`config.mk`:
```
export PLATFORM = sky130hd
export DESIGN_NAME = framed_par_to_ser
export DESIGN_NICKNAME = d
export VERILOG_FILES = /design/src/rtl/par_to_ser_pkg.sv /design/src/rtl/sync_fifo.sv /design/src/rtl/framed_par_to_ser.sv
export SDC_FILE = /design/constraint.sdc
export NUM_CORES = 1
export LEC_CHECK = 0
export ABC_AREA = 1
export CORE_ASPECT_RATIO = 1.2
export CORE_MARGIN = 3
export CORE_UTILIZATION = 26
export CTS_BUF_LIST = sky130_fd_sc_hd__clkbuf_4 sky130_fd_sc_hd__clkbuf_8
export CTS_CLUSTER_SIZE = 40
export DETAILED_ROUTE_END_ITERATION = 16
export PLACE_DENSITY = 0.49
export SLEW_MARGIN = 25
export SYNTH_ARGS = -nofsm -noshare
export SYNTH_HDL_FRONTEND = slang
export SYNTH_SLANG_ARGS = --single-unit
```
`constraint.sdc`:
```
create_clock -name clk_i -period 3.8 [get_ports clk_i]
set_input_delay 0.76 -clock clk_i [delete_from_list [all_inputs] [get_ports clk_i]]
set_output_delay 0.76 -clock clk_i [all_outputs]
set_load 0.01 [all_outputs]
```
`src/rtl/par_to_ser_pkg.sv`:
```
`default_nettype none
// ============================================================================
// Module   : par_to_ser_pkg
// Brief    : Shared FSM encodings and preamble constant for the framed
//            parallel-to-serial transmitter.
// Revision : 1.0 - initial release
// ============================================================================
package par_to_ser_pkg;

    // Framer FSM encoding
    typedef enum logic [1:0] {
        ST_IDLE = 2'd0,
        ST_PRE  = 2'd1,
        ST_DATA = 2'd2,
        ST_PAR  = 2'd3
    } state_t;

    // Alternating 1010... pattern; the default preamble is its top PREAMBLE
    // bits, so it always starts with a 1 (6'b101010 for a 6-bit preamble).
    localparam logic [63:0] c_preamble_pat = {32{2'b10}};

endpackage
`default_nettype wire

```
`src/rtl/sync_fifo.sv`:
```
`default_nettype none
// ============================================================================
// Module   : sync_fifo
// Brief    : Single-clock FIFO with occupancy count. A push into an empty FIFO
//            that coincides with a pop passes straight through to the output.
// Revision : 1.0 - initial release
// ============================================================================
module sync_fifo #(
    parameter int DATA_W = 8,
    parameter int DEPTH  = 8
) (
    input  logic                     clk,
    input  logic                     rst,
    input  logic                     i_push,
    input  logic                     i_pop,
    input  logic [DATA_W-1:0]        i_data,
    output logic [DATA_W-1:0]        o_data,
    output logic                     o_full,
    output logic                     o_empty,
    output logic [$clog2(DEPTH):0]   o_count
);

    localparam int                  c_addr_w = $clog2(DEPTH);
    localparam int                  c_cnt_w  = c_addr_w + 1;
    localparam logic [c_addr_w:0]   c_full   = c_cnt_w'(DEPTH);

    logic [DATA_W-1:0]   r_mem [DEPTH];
    logic [c_addr_w-1:0] r_wr_ptr;
    logic [c_addr_w-1:0] r_rd_ptr;
    logic [c_addr_w:0]   r_count;

    logic w_empty;
    logic w_full;
    logic w_bypass;
    logic w_wr;
    logic w_rd;

    assign w_empty  = (r_count == '0);
    assign w_full   = (r_count == c_full);
    // Push and pop on an empty FIFO: the word is consumed without storage.
    assign w_bypass = w_empty & i_push & i_pop;
    // When full, a same-edge pop frees the slot being written.
    assign w_wr     = i_push & (~w_full | i_pop) & ~w_bypass;
    assign w_rd     = i_pop & ~w_empty;

    assign o_data   = w_empty ? i_data : r_mem[r_rd_ptr];
    assign o_full   = w_full;
    assign o_empty  = w_empty;
    assign o_count  = r_count;

    // Storage array; contents are don't-care while the pointers say empty
    always_ff @(posedge clk) begin
        if (w_wr) begin
            r_mem[r_wr_ptr] <= i_data;
        end
    end

    // Pointers wrap naturally at DEPTH; count tracks occupancy
    always_ff @(posedge clk or posedge rst) begin
        if (rst) begin
            r_wr_ptr <= '0;
            r_rd_ptr <= '0;
            r_count  <= '0;
        end else begin
            if (w_wr) begin
                r_wr_ptr <= r_wr_ptr + 1'b1;
            end
            if (w_rd) begin
                r_rd_ptr <= r_rd_ptr + 1'b1;
            end
            case ({w_wr, w_rd})
                2'b10:   r_count <= r_count + 1'b1;
                2'b01:   r_count <= r_count - 1'b1;
                default: r_count <= r_count;
            endcase
        end
    end

endmodule
`default_nettype wire

```
`src/rtl/framed_par_to_ser.sv`:
```
`default_nettype none
// ============================================================================
// Module   : framed_par_to_ser
// Brief    : Buffered parallel-to-serial framer. Emits a preamble followed by
//            every buffered word back-to-back, with optional per-word parity.
// Revision : 1.0 - initial release
// ============================================================================
module framed_par_to_ser
    import par_to_ser_pkg::*;
#(
    parameter int                  DATA_W       = 8,
    parameter int                  DEPTH        = 8,
    parameter int                  PREAMBLE     = 6,
    parameter logic [PREAMBLE-1:0] PREAMBLE_PAT = c_preamble_pat[63 -: PREAMBLE],
    parameter bit                  MSB_FIRST    = 1'b1,
    parameter bit                  PARITY_EN    = 1'b0,
    parameter bit                  PARITY_ODD   = 1'b0
) (
    input  logic              clk_i,
    input  logic              rst_i,
    input  logic              en_i,
    input  logic [DATA_W-1:0] prl_data_i,
    output logic              ser_data_o,
    output logic              en_o,
    output logic              busy_o,
    output logic              full_o,
    output logic              ovf_o
);

    localparam int c_max_len = (PREAMBLE > DATA_W) ? PREAMBLE : DATA_W;
    localparam int c_cnt_w   = $clog2(c_max_len) + 1;

    state_t              r_state;
    logic [c_cnt_w-1:0]  r_cnt;
    logic [DATA_W-1:0]   r_shift;
    logic                r_par;
    logic                r_ser;
    logic                r_en;
    logic                r_ovf;

    logic [DATA_W-1:0]       w_fifo_data;
    logic                    w_full;
    logic                    w_empty;
    logic [$clog2(DEPTH):0]  w_count;
    logic                    w_pre_done;
    logic                    w_word_done;
    logic                    w_avail;
    logic                    w_pop;
    logic                    w_load_ser;
    logic [DATA_W-1:0]       w_load_shift;
    logic                    w_next_ser;
    logic [DATA_W-1:0]       w_next_shift;

    sync_fifo #(
        .DATA_W (DATA_W),
        .DEPTH  (DEPTH)
    ) u_fifo (
        .clk     (clk_i),
        .rst     (rst_i),
        .i_push  (en_i),
        .i_pop   (w_pop),
        .i_data  (prl_data_i),
        .o_data  (w_fifo_data),
        .o_full  (w_full),
        .o_empty (w_empty),
        .o_count (w_count)
    );

    assign w_pre_done  = (r_state == ST_PRE) && (r_cnt == '0);
    assign w_word_done = ((r_state == ST_DATA) && (r_cnt == '0) && !PARITY_EN)
                       || (r_state == ST_PAR);
    // A push landing on the final-bit edge still extends the frame.
    assign w_avail     = ~w_empty | en_i;
    assign w_pop       = w_pre_done | (w_word_done & w_avail);

    // First bit of a freshly popped word and the remainder left to shift
    assign w_load_ser   = MSB_FIRST ? w_fifo_data[DATA_W-1] : w_fifo_data[0];
    assign w_load_shift = MSB_FIRST ? (w_fifo_data << 1) : (w_fifo_data >> 1);
    assign w_next_ser   = MSB_FIRST ? r_shift[DATA_W-1] : r_shift[0];
    assign w_next_shift = MSB_FIRST ? (r_shift << 1) : (r_shift >> 1);

    assign ser_data_o = r_ser;
    assign en_o       = r_en;
    assign busy_o     = (r_state != ST_IDLE) || (w_count != '0);
    assign full_o     = w_full;
    assign ovf_o      = r_ovf;

    // Framer FSM: preamble, then words back-to-back, optional parity per word
    always_ff @(posedge clk_i or posedge rst_i) begin
        if (rst_i) begin
            r_state <= ST_IDLE;
            r_cnt   <= '0;
            r_shift <= '0;
            r_par   <= 1'b0;
            r_ser   <= 1'b0;
            r_en    <= 1'b0;
            r_ovf   <= 1'b0;
        end else begin
            r_ovf <= en_i & w_full & ~w_pop;
            case (r_state)
                ST_IDLE: begin
                    if (!w_empty) begin
                        r_state <= ST_PRE;
                        r_en    <= 1'b1;
                        r_ser   <= PREAMBLE_PAT[PREAMBLE-1];
                        r_cnt   <= c_cnt_w'(PREAMBLE - 1);
                    end
                end
                ST_PRE: begin
                    if (r_cnt == '0) begin
                        r_state <= ST_DATA;
                        r_ser   <= w_load_ser;
                        r_shift <= w_load_shift;
                        r_par   <= (^w_fifo_data) ^ PARITY_ODD;
                        r_cnt   <= c_cnt_w'(DATA_W - 1);
                    end else begin
                        r_ser <= PREAMBLE_PAT[r_cnt - 1'b1];
                        r_cnt <= r_cnt - 1'b1;
                    end
                end
                ST_DATA, ST_PAR: begin
                    if ((r_state == ST_DATA) && (r_cnt != '0)) begin
                        r_ser   <= w_next_ser;
                        r_shift <= w_next_shift;
                        r_cnt   <= r_cnt - 1'b1;
                    end else if ((r_state == ST_DATA) && PARITY_EN) begin
                        r_state <= ST_PAR;
                        r_ser   <= r_par;
                    end else if (w_avail) begin
                        r_state <= ST_DATA;
                        r_ser   <= w_load_ser;
                        r_shift <= w_load_shift;
                        r_par   <= (^w_fifo_data) ^ PARITY_ODD;
                        r_cnt   <= c_cnt_w'(DATA_W - 1);
                    end else begin
                        r_state <= ST_IDLE;
                        r_ser   <= 1'b0;
                        r_en    <= 1'b0;
                    end
                end
                default: begin
                    r_state <= ST_IDLE;
                    r_ser   <= 1'b0;
                    r_en    <= 1'b0;
                end
            endcase
        end
    end

endmodule
`default_nettype wire

```
==> metrics.yaml, run 1 <==
timing.rr.start: "r_cnt[0]"
insertion_delay_ps: 360
dpl_cell_area_mm2: 0.00434
slew_viol_final: 0
final_layout_size_suffix_gt1_share_pct: 9.57
relSlewSlack_pct: 43.4
whs_ps: 494
insertedDiodeCount: 0
viasPerCell: 4.56
cp.arrival_ps: 2070
route.detailed.drc: 0
die_h_um: 142
critPathCaptureType: "output pin"
die-area_mm2: 0.0169
grt_usage_pct: 11.5
syn_to_final_growth_pct: 13.9
yosysTopAreaCell: "edfxtp_1"
wire_per_inst_um: 15.8
yosysTopAreaCellShare_pct: 48.2
min_period_ps: 2830
cts_resized: 0
drt_wl_total_mm: 9.41
critPathLaunchType: "register"
dp_cells: 581
synth_edf_count: 64
antenna_found_initial: 0
final_antenna_net_count: 0
syn_inst: 377
status: "completed"
rows: 48
yosys_warnings: 0
whs_path_depth: 2
ys_top_cells_by_area: "edfxtp_1 48%, dfrtp_1 16%, nand2_1 5.4%"
setup-tns-final_ps: 0
ios: 16
tightest_slew_ps: 845
postCtsSetupRepairBufs: 0
fin_skew_ps: 7.88
dpl.hpwl_mm: 6.49
synth_flop_cell: "edfxtp_1"
stdcell_count: 597
finalSetupViolCount: 0
nFillCells: 1520
grt_pass1_wl_mm: 14.8
htreeDepth: 3
grt_max_degree: 35
first_pass_iters: 5
start_util_pct: 27.1
critPathRequiredTime_ps: 3040
ir_drop_mv: 0.264
maxCapViolCount: 0
fin_area_mm2: 0.00454
nets: 409
fmax_mhz: 353
fin_util_pct: 30.9
fp.dieW_um: 119
power_density_mw_per_mm2: 683
io_buffers: 15
core_area_mm2: 0.0147
reg2reg_depth: 17
final_hold_viol_count: 0
rsz0062_at_grt: "false"
hold_start: "r_cnt[2]"
fin_crit_sh_pct: 74.5
root_buffer: "clkbuf_8"
ys_seq_area_share_pct: 64.5
p_leak_nw: 1.70
syn_area_mm2: 0.00399
cts_tree: "done"
hp-class: "register to register"
grt_pass1_vias: 2669
clk_pin_slew_ps: 80
yosys_register_bits: 90
cts_buffers: 9
grt_overflow: 0
syn_nets: 394
drt-initial-drc-count: 136
vias: 2723
gp_congestion: 0.825
synthArstFlopShare_pct: 28.9
cts_max_path_buffers: 2
crit_type: "register to output pin"
synth.avg_cell_area_um2: 10.6
worstHoldEndpoint: "r_cnt[2]"
hold_buffers: 0
reg2reg_to: "u_fifo.o_count[2]"
clock_sinks: 90
synth.distinct_cells: 33
regToRegSetupSlack_ps: 1100
crit_fanout: 6
-- registers in the layout, summed over array words and instances (netlist names) --
name             cells
u_fifo.r_rd_ptr      3
ser_data_o           1
u_fifo.o_count       4
r_shift              7
ovf_o                1
r_state              2
u_fifo.r_wr_ptr      3
u_fifo.r_mem        64
r_cnt                4
en_o                 1
-- layout by cell type (no fill, tap or decap), drive strengths merged --
master         count
o31ai              2
xor2               5
nor3               1
clkbuf            13
a21boi             1
o22ai              2
xnor2              2
inv               36
dfrtp             26
nor4               1
o211ai             7
a21oi              9
buf                1
clkdlybuf4s50     15
nor2              56
clkinv             4
o221ai             7
or2                1
o2111ai            1
nand2             66
bufinv             1
o21ai             43
a31oi              1
nand3             26
edfxtp            64
ha                 6
-- power breakdown --
group	switching, mW	internal (mW)
Sequential	0.143	1.27
Clock	0.334	0.343
Combinational	0.670	0.346
Total	1.15	1.96
-- Yosys cell counts (3+ instances only) --
library cell  count
nand2_2           8
a21oi_1           9
xor2_1            5
nand3_1          26
o211ai_1          7
buf_2             3
o21ai_1           8
clkbuf_1          8
edfxtp_1         64
o21ai_0          34
ha_1              6
inv_1            31
nor2_1           52
o221ai_1          7
dfrtp_1          26
nand2_1          57
inv_2             4
-- critical path, cell delays in order (launching register included) --
cell and delay (ps):
dfrtp_1 450, nor4_1 600, clkdlybuf4s50_1 660
-- logic make-up after synthesis --
kind of cell | synth area share [%]
buffers and inverters | 4.96
DFF | 64.5
adders and majority gates | 1.88
xor gates and xnor gates | 1.54
AOI/OAI and AO/OA | 10.7
and+or+nand+nor | 16.4
-- routing by layer --
layer | vias up | global-route usage [%] | part of all wire (%) | wire length, µm
li1 | 1324 | - | - | -
met2 | 51 | 18.6 | 50 | 4680
met3 | 11 | 2.27 | 3.9 | 366
met1 | 1337 | 15.3 | 45 | 4240
met5 | - | 0 | 0 | 0
met4 | 0 | 4.51 | 1.4 | 129
-- area by class of cell --
cell class | count | area [µm²] | area share, %
timing repair buffer | 16 | 158 | 3.47
sequential | 90 | 2570 | 56.6
clock buffer | 13 | 160 | 3.53
tap | 200 | 250 | 5.51
inverter | 38 | 145 | 3.19
multi-input combinational | 237 | 1220 | 26.8
clock inverter | 3 | 40.0 | 0.881
-- metrics by stage --
step | total power [mW] | setup slack, ps
finish | 3.10 | 968
global route | 3.32 | 740
CTS | 3.14 | 894
detailed placement | 2.46 | 613
global placement | 2.45 | 664
floorplan | 2.13 | 1370
-- how the worst max path moves through the flow --
stage          cells after the start  slack [ps]              start                  to
2_1_floorplan                     17        1370           r_cnt[0]   u_fifo.o_count[2]
3_3_place_gp                      11         660               en_i  u_fifo.r_mem[2][3]
3_5_place_dp                      11         610               en_i  u_fifo.r_mem[2][7]
4_1_cts                            2         890  u_fifo.o_count[1]              full_o
5_1_grt                            2         740  u_fifo.o_count[1]              full_o
6_report                           2         970  u_fifo.o_count[1]              full_o
Power figures use the tool's default switching activity.
==> run 2: changes to the inputs <==
--- a/config.mk
+++ b/config.mk
@@ -12,7 +12,7 @@
 export CTS_BUF_LIST = sky130_fd_sc_hd__clkbuf_4 sky130_fd_sc_hd__clkbuf_8
 export CTS_CLUSTER_SIZE = 40
 export DETAILED_ROUTE_END_ITERATION = 16
-export PLACE_DENSITY = 0.49
+export PLACE_DENSITY = 0.5
 export SLEW_MARGIN = 25
 export SYNTH_ARGS = -nofsm -noshare
 export SYNTH_HDL_FRONTEND = slang
==> constraint.sdc (replaced) <==
create_clock -name clk_i -period 2.5 [get_ports clk_i]
set_input_delay 0.5 -clock clk_i [delete_from_list [all_inputs] [get_ports clk_i]]
set_output_delay 0.5 -clock clk_i [all_outputs]
set_load 0.01 [all_outputs]
==> run 2 against run 1 <==
Setup slack lost 820 ps; sequential power grew 51%; via count grew 3.1%; utilization grew 2.1 points; clock power grew 52%; critical path depth grew 1; total power grew 60%; first-iteration DRC count grew 54%; die area is the same; sequential share of layout area shrank 3.5 points; non-clock buffer count grew 31; critical path type unchanged; largest cell class unchanged; largest power group unchanged; highest routed layer unchanged.
==> metrics.yaml, run 2 (synthesis results as in run 1) <==
status: "completed"
crit_fanout: 5
fin_crit_sh_pct: 94.3
crit_type: "register to output pin"
wl_met2_mm: 4.86
core_area_mm2: 0.0147
seq_area_mm2: 0.00257
relSlewSlack_pct: 70.5
fmax_mhz: 424
critPathCaptureType: "output pin"
reg_top3: "u_fifo.r_mem x64, r_shift x7"
grt_max_degree: 34
final_antenna_net_count: 0
grt_pass1_vias: 2997
maxCapViolCount: 0
start_util_pct: 27.1
cp.arrival_ps: 1860
critPathRequiredTime_ps: 2000
slew_viol_final: 0
fin_util_pct: 33.0
critPathLaunchType: "register"
largest_reg_flops: 64
htreeDepth: 3
vias: 2807
insertedDiodeCount: 0
route.met3.wl_um: 216
drt_wl_total_mm: 9.21
ir_drop_mv: 0.550
final_layout_size_suffix_gt1_share_pct: 18.7
die_h_um: 142
drt-initial-drc-count: 210
grt_overflow: 0
insertion_delay_ps: 370
tightest_slew_ps: 442
highest_layer: "met4"
multi_input_area_mm2: 0.00128
final_hold_viol_count: 0
antenna_found_initial: 0
setup-tns-final_ps: 0
cts_max_path_buffers: 2
fin_ws_ps: 144
hold_buffers: 0
die-area_mm2: 0.0169
fin_skew_ps: 16.4
hp-class: "primary input to async pin"
fin_area_mm2: 0.00485
gp_congestion: 0.762
dpl_cell_area_mm2: 0.00456
clock_sinks: 90
p_leak_nw: 1.85
ios: 16
cts_buffers: 9
cts_tree: "done"
final_common_cell: "edfxtp_1"
finalSetupViolCount: 0
root_buffer: "clkbuf_8"
whs_ps: 489
rows: 48
drt-met1-wl_mm: 4.01
fp.dieW_um: 119
grt_usage_pct: 11.7
dpl.hpwl_mm: 6.17
dp_slack_ps: -236
grt_pass1_wl_mm: 15.1
wire_per_inst_um: 14.7
viasPerCell: 4.47
layout_common_cells: "64 x edfxtp_1, 55 x nand2_1, 50 x nor2_1"
first_pass_iters: 4
syn_to_final_growth_pct: 21.6
nets: 440
route.detailed.drc: 0
io_buffers: 15
clk_pin_slew_ps: 80
power_density_mw_per_mm2: 1030
nFillCells: 1501
regMostFlops: "u_fifo.r_mem"
min_period_ps: 2360
## run 2: per-layer routing
| metal | vias up | track usage [%] |
|---|---|---|
| met2 | 31 | 20.9 |
| met5 | - | 0 |
| met4 | 0 | 5.19 |
| met3 | 8 | 2.59 |
| met1 | 1385 | 13.2 |
| li1 | 1383 | - |
## run 2: layout make-up
| class | instances | area share, % |
|---|---|---|
| sequential | 90 | 53.1 |
| multi-input combinational | 237 | 26.5 |
| timing repair buffer | 47 | 8.10 |
| tap | 200 | 5.16 |
| inverter | 38 | 2.99 |
| clock buffer | 10 | 2.71 |
| clock inverter | 6 | 1.47 |
## run 2: per-stage QoR
stage	cells	total power [mW]
2_1_floorplan	377	3.24
3_3_place_gp	610	3.84
3_5_place_dp	610	3.89
4_1_cts	627	4.96
5_1_grt	628	5.37
6_report	628	4.97
## run 2: worst max-delay path, cell delays in order (launching register included)
cell             delay [ps]
dfrtp_1                 470
nor4_4                  340
buf_4                   170
clkdlybuf4s50_1         530
## run 2: worst paths after layout
check                                       start                end  slack (ps)  cells past startpoint
min in group clk_i                       r_cnt[2]           r_cnt[2]         490                      2
worst min register to register           r_cnt[2]           r_cnt[2]         490                      2
worst max-delay path            u_fifo.o_count[2]             full_o         140                      3
max in group asynchronous                   rst_i  u_fifo.o_count[0]        1720                      3
worst min-delay path                        rst_i              ovf_o         490                      3
worst max register to register           r_cnt[0]  u_fifo.o_count[3]         150                     18
## run 2: report_power, final
part	internal [mW]	leakage, nW	switching, mW	total, mW
clock network	0.488	0.105	0.542	1.03
logic	0.701	0.850	1.11	1.81
registers	1.93	0.893	0.200	2.13
## run 2: what timing repair did
action | CTS | global route
endpoints found under the setup margin | 2 | 4
pin swaps | 0 | 6
hold endpoints to repair | 0 | 0
resized for setup | 3 | 17
setup buffers | 1 | 1
==> run 3: changes to the inputs <==
--- a/config.mk
+++ b/config.mk
@@ -13,7 +13,7 @@
 export CTS_CLUSTER_SIZE = 40
 export DETAILED_ROUTE_END_ITERATION = 16
 export PLACE_DENSITY = 0.5
-export SLEW_MARGIN = 25
+export REMOVE_ABC_BUFFERS = 1
 export SYNTH_ARGS = -nofsm -noshare
 export SYNTH_HDL_FRONTEND = slang
 export SYNTH_SLANG_ARGS = --single-unit
==> run 3 against run 2 <==
Critical path depth grew 14; non-clock buffer count shrank 2; routed wire length shrank 0.14%; first-iteration DRC count shrank 20%; sequential share of layout area grew 0.55 points; highest routed layer unchanged; flip-flop and latch count is the same; sequential power shrank 2%; combinational power is essentially flat; setup slack gained 13 ps; hold slack gained 8.6 ps.
==> metrics.yaml, run 3 (synthesis results as in run 1) <==
fin_ws_ps: 157
final_hold_viol_count: 0
grt_pass1_wl_mm: 15.1
first_pass_iters: 4
worstSetupStartpoint: "r_cnt[0]"
finalSetupViolCount: 0
swShare_pct: 36.8
drt_wl_total_mm: 9.20
ios: 16
p_int_mw: 3.08
vias: 2773
tightest_slew_ps: 587
hp-class: "primary input to async pin"
grt_max_degree: 34
die-area_mm2: 0.0169
rows: 48
critPathCaptureType: "register"
clock_power_share_pct: 20.3
slew_viol_final: 0
wire_per_inst_um: 14.7
setup-tns-final_ps: 0
hold_buffers: 0
drt-initial-drc-count: 168
insertedDiodeCount: 0
whs_ps: 498
htreeDepth: 3
gp_congestion: 0.766
crit_type: "register to register"
crit_fanout: 3
grt_pass1_vias: 2941
fp.dieW_um: 119
fin_area_mm2: 0.00480
reg_top3: "u_fifo.r_mem x64, r_shift x7"
critPathLaunchType: "register"
fmax_mhz: 427
layout_common_cells: "64 x edfxtp_1, 56 x nand2_1, 50 x nor2_1"
die_h_um: 142
fin_crit_sh_pct: 93.7
fin_skew_ps: 10.9
final_common_cell: "edfxtp_1"
root_buffer: "clkbuf_8"
ir_drop_mv: 0.305
maxCapViolCount: 0
insertion_delay_ps: 360
nets: 438
cts_tree: "done"
status: "completed"
clock_sinks: 90
dpl_cell_area_mm2: 0.00452
min_period_ps: 2340
clk_pin_slew_ps: 80
cts_buffers: 9
p_comb_share_pct: 36.9
cts_max_path_buffers: 2
critPathRequiredTime_ps: 2770
relSlewSlack_pct: 60.8
syn_to_final_growth_pct: 20.5
cp.arrival_ps: 2620
regMostFlops: "u_fifo.r_mem"
dpl.hpwl_mm: 5.86
core_area_mm2: 0.0147
power_density_mw_per_mm2: 1010
grt_usage_pct: 11.7
route.detailed.drc: 0
antenna_found_initial: 0
final_antenna_net_count: 0
largest_reg_flops: 64
io_buffers: 15
viasPerCell: 4.43
final_layout_size_suffix_gt1_share_pct: 18.3
p_leak_nw: 1.83
reg2reg_depth: 17
dp_slack_ps: -258
total_power_mw: 4.87
seqPwrFrac_pct: 42.8
switchingPower_mw: 1.79
grt_overflow: 0
timing.rr.start: "r_cnt[0]"
start_util_pct: 27.1
==> run 3: cell type report <==
cell class	instances	area, µm²
fill	1489	9910
sequential	90	2580
multi-input combinational	237	1260
timing repair buffer	45	378
tap	200	250
inverter	38	145
clock buffer	10	131
clock inverter	6	65.1
==> run 3: critical path, cell delays in order (launching register included) <==
cell	delay, ps
dfrtp_1	400
inv_2	70
ha_2	180
nand2_2	70
nor2_4	110
nor2_4	60
nor2_4	110
nand2_2	80
o21ai_2	80
nand2_4	70
ha_4	170
nand2_1	50
inv_1	50
nor2_2	130
ha_2	180
a21oi_1	50
or2_4	250
a31oi_2	140
==> run 3: layer usage <==
| layer | GRT usage [%] | wire, µm | vias up |
|---|---|---|---|
| li1 | - | - | 1385 |
| met4 | 5.13 | 145 | 0 |
| met2 | 20.8 | 4830 | 32 |
| met3 | 2.07 | 160 | 10 |
| met5 | 0 | 0 | - |
| met1 | 13.7 | 4060 | 1346 |
==> run 3: power groups by stage <==
stage                     combinational, mW  clock [mW]  sequential [mW]
after floorplan                        1.03           0             2.16
after global placement                 1.72           0             2.10
after detailed placement               1.75           0             2.11
after CTS                              1.79        1.03             2.07
after global routing                   2.06        1.10             2.12
final                                  1.80       0.990             2.09
==> run 3: worst paths after layout <==
check	endpoint	slack [ps]
min	u_fifo.o_count[0]	500
min in group clk_i	r_cnt[2]	500
max	u_fifo.o_count[2]	160
max in group asynchronous	r_state[1]	1710
min reg2reg	r_cnt[2]	500
max reg2reg	u_fifo.o_count[2]	160
==> run 3: stage by stage <==
step                      utilization [%]  cells
after floorplan                         -    365
after global placement               30.7    605
after detailed placement             30.7    605
after CTS                            32.3    624
after global routing                 32.6    626
final                                32.6    626
==> run 3: timing repair <==
action,4_1_cts,5_1_grt
pin swaps,2,4
gates cloned,0,0
setup endpoints to repair,1,3
setup buffers,3,2
resized for setup,4,13
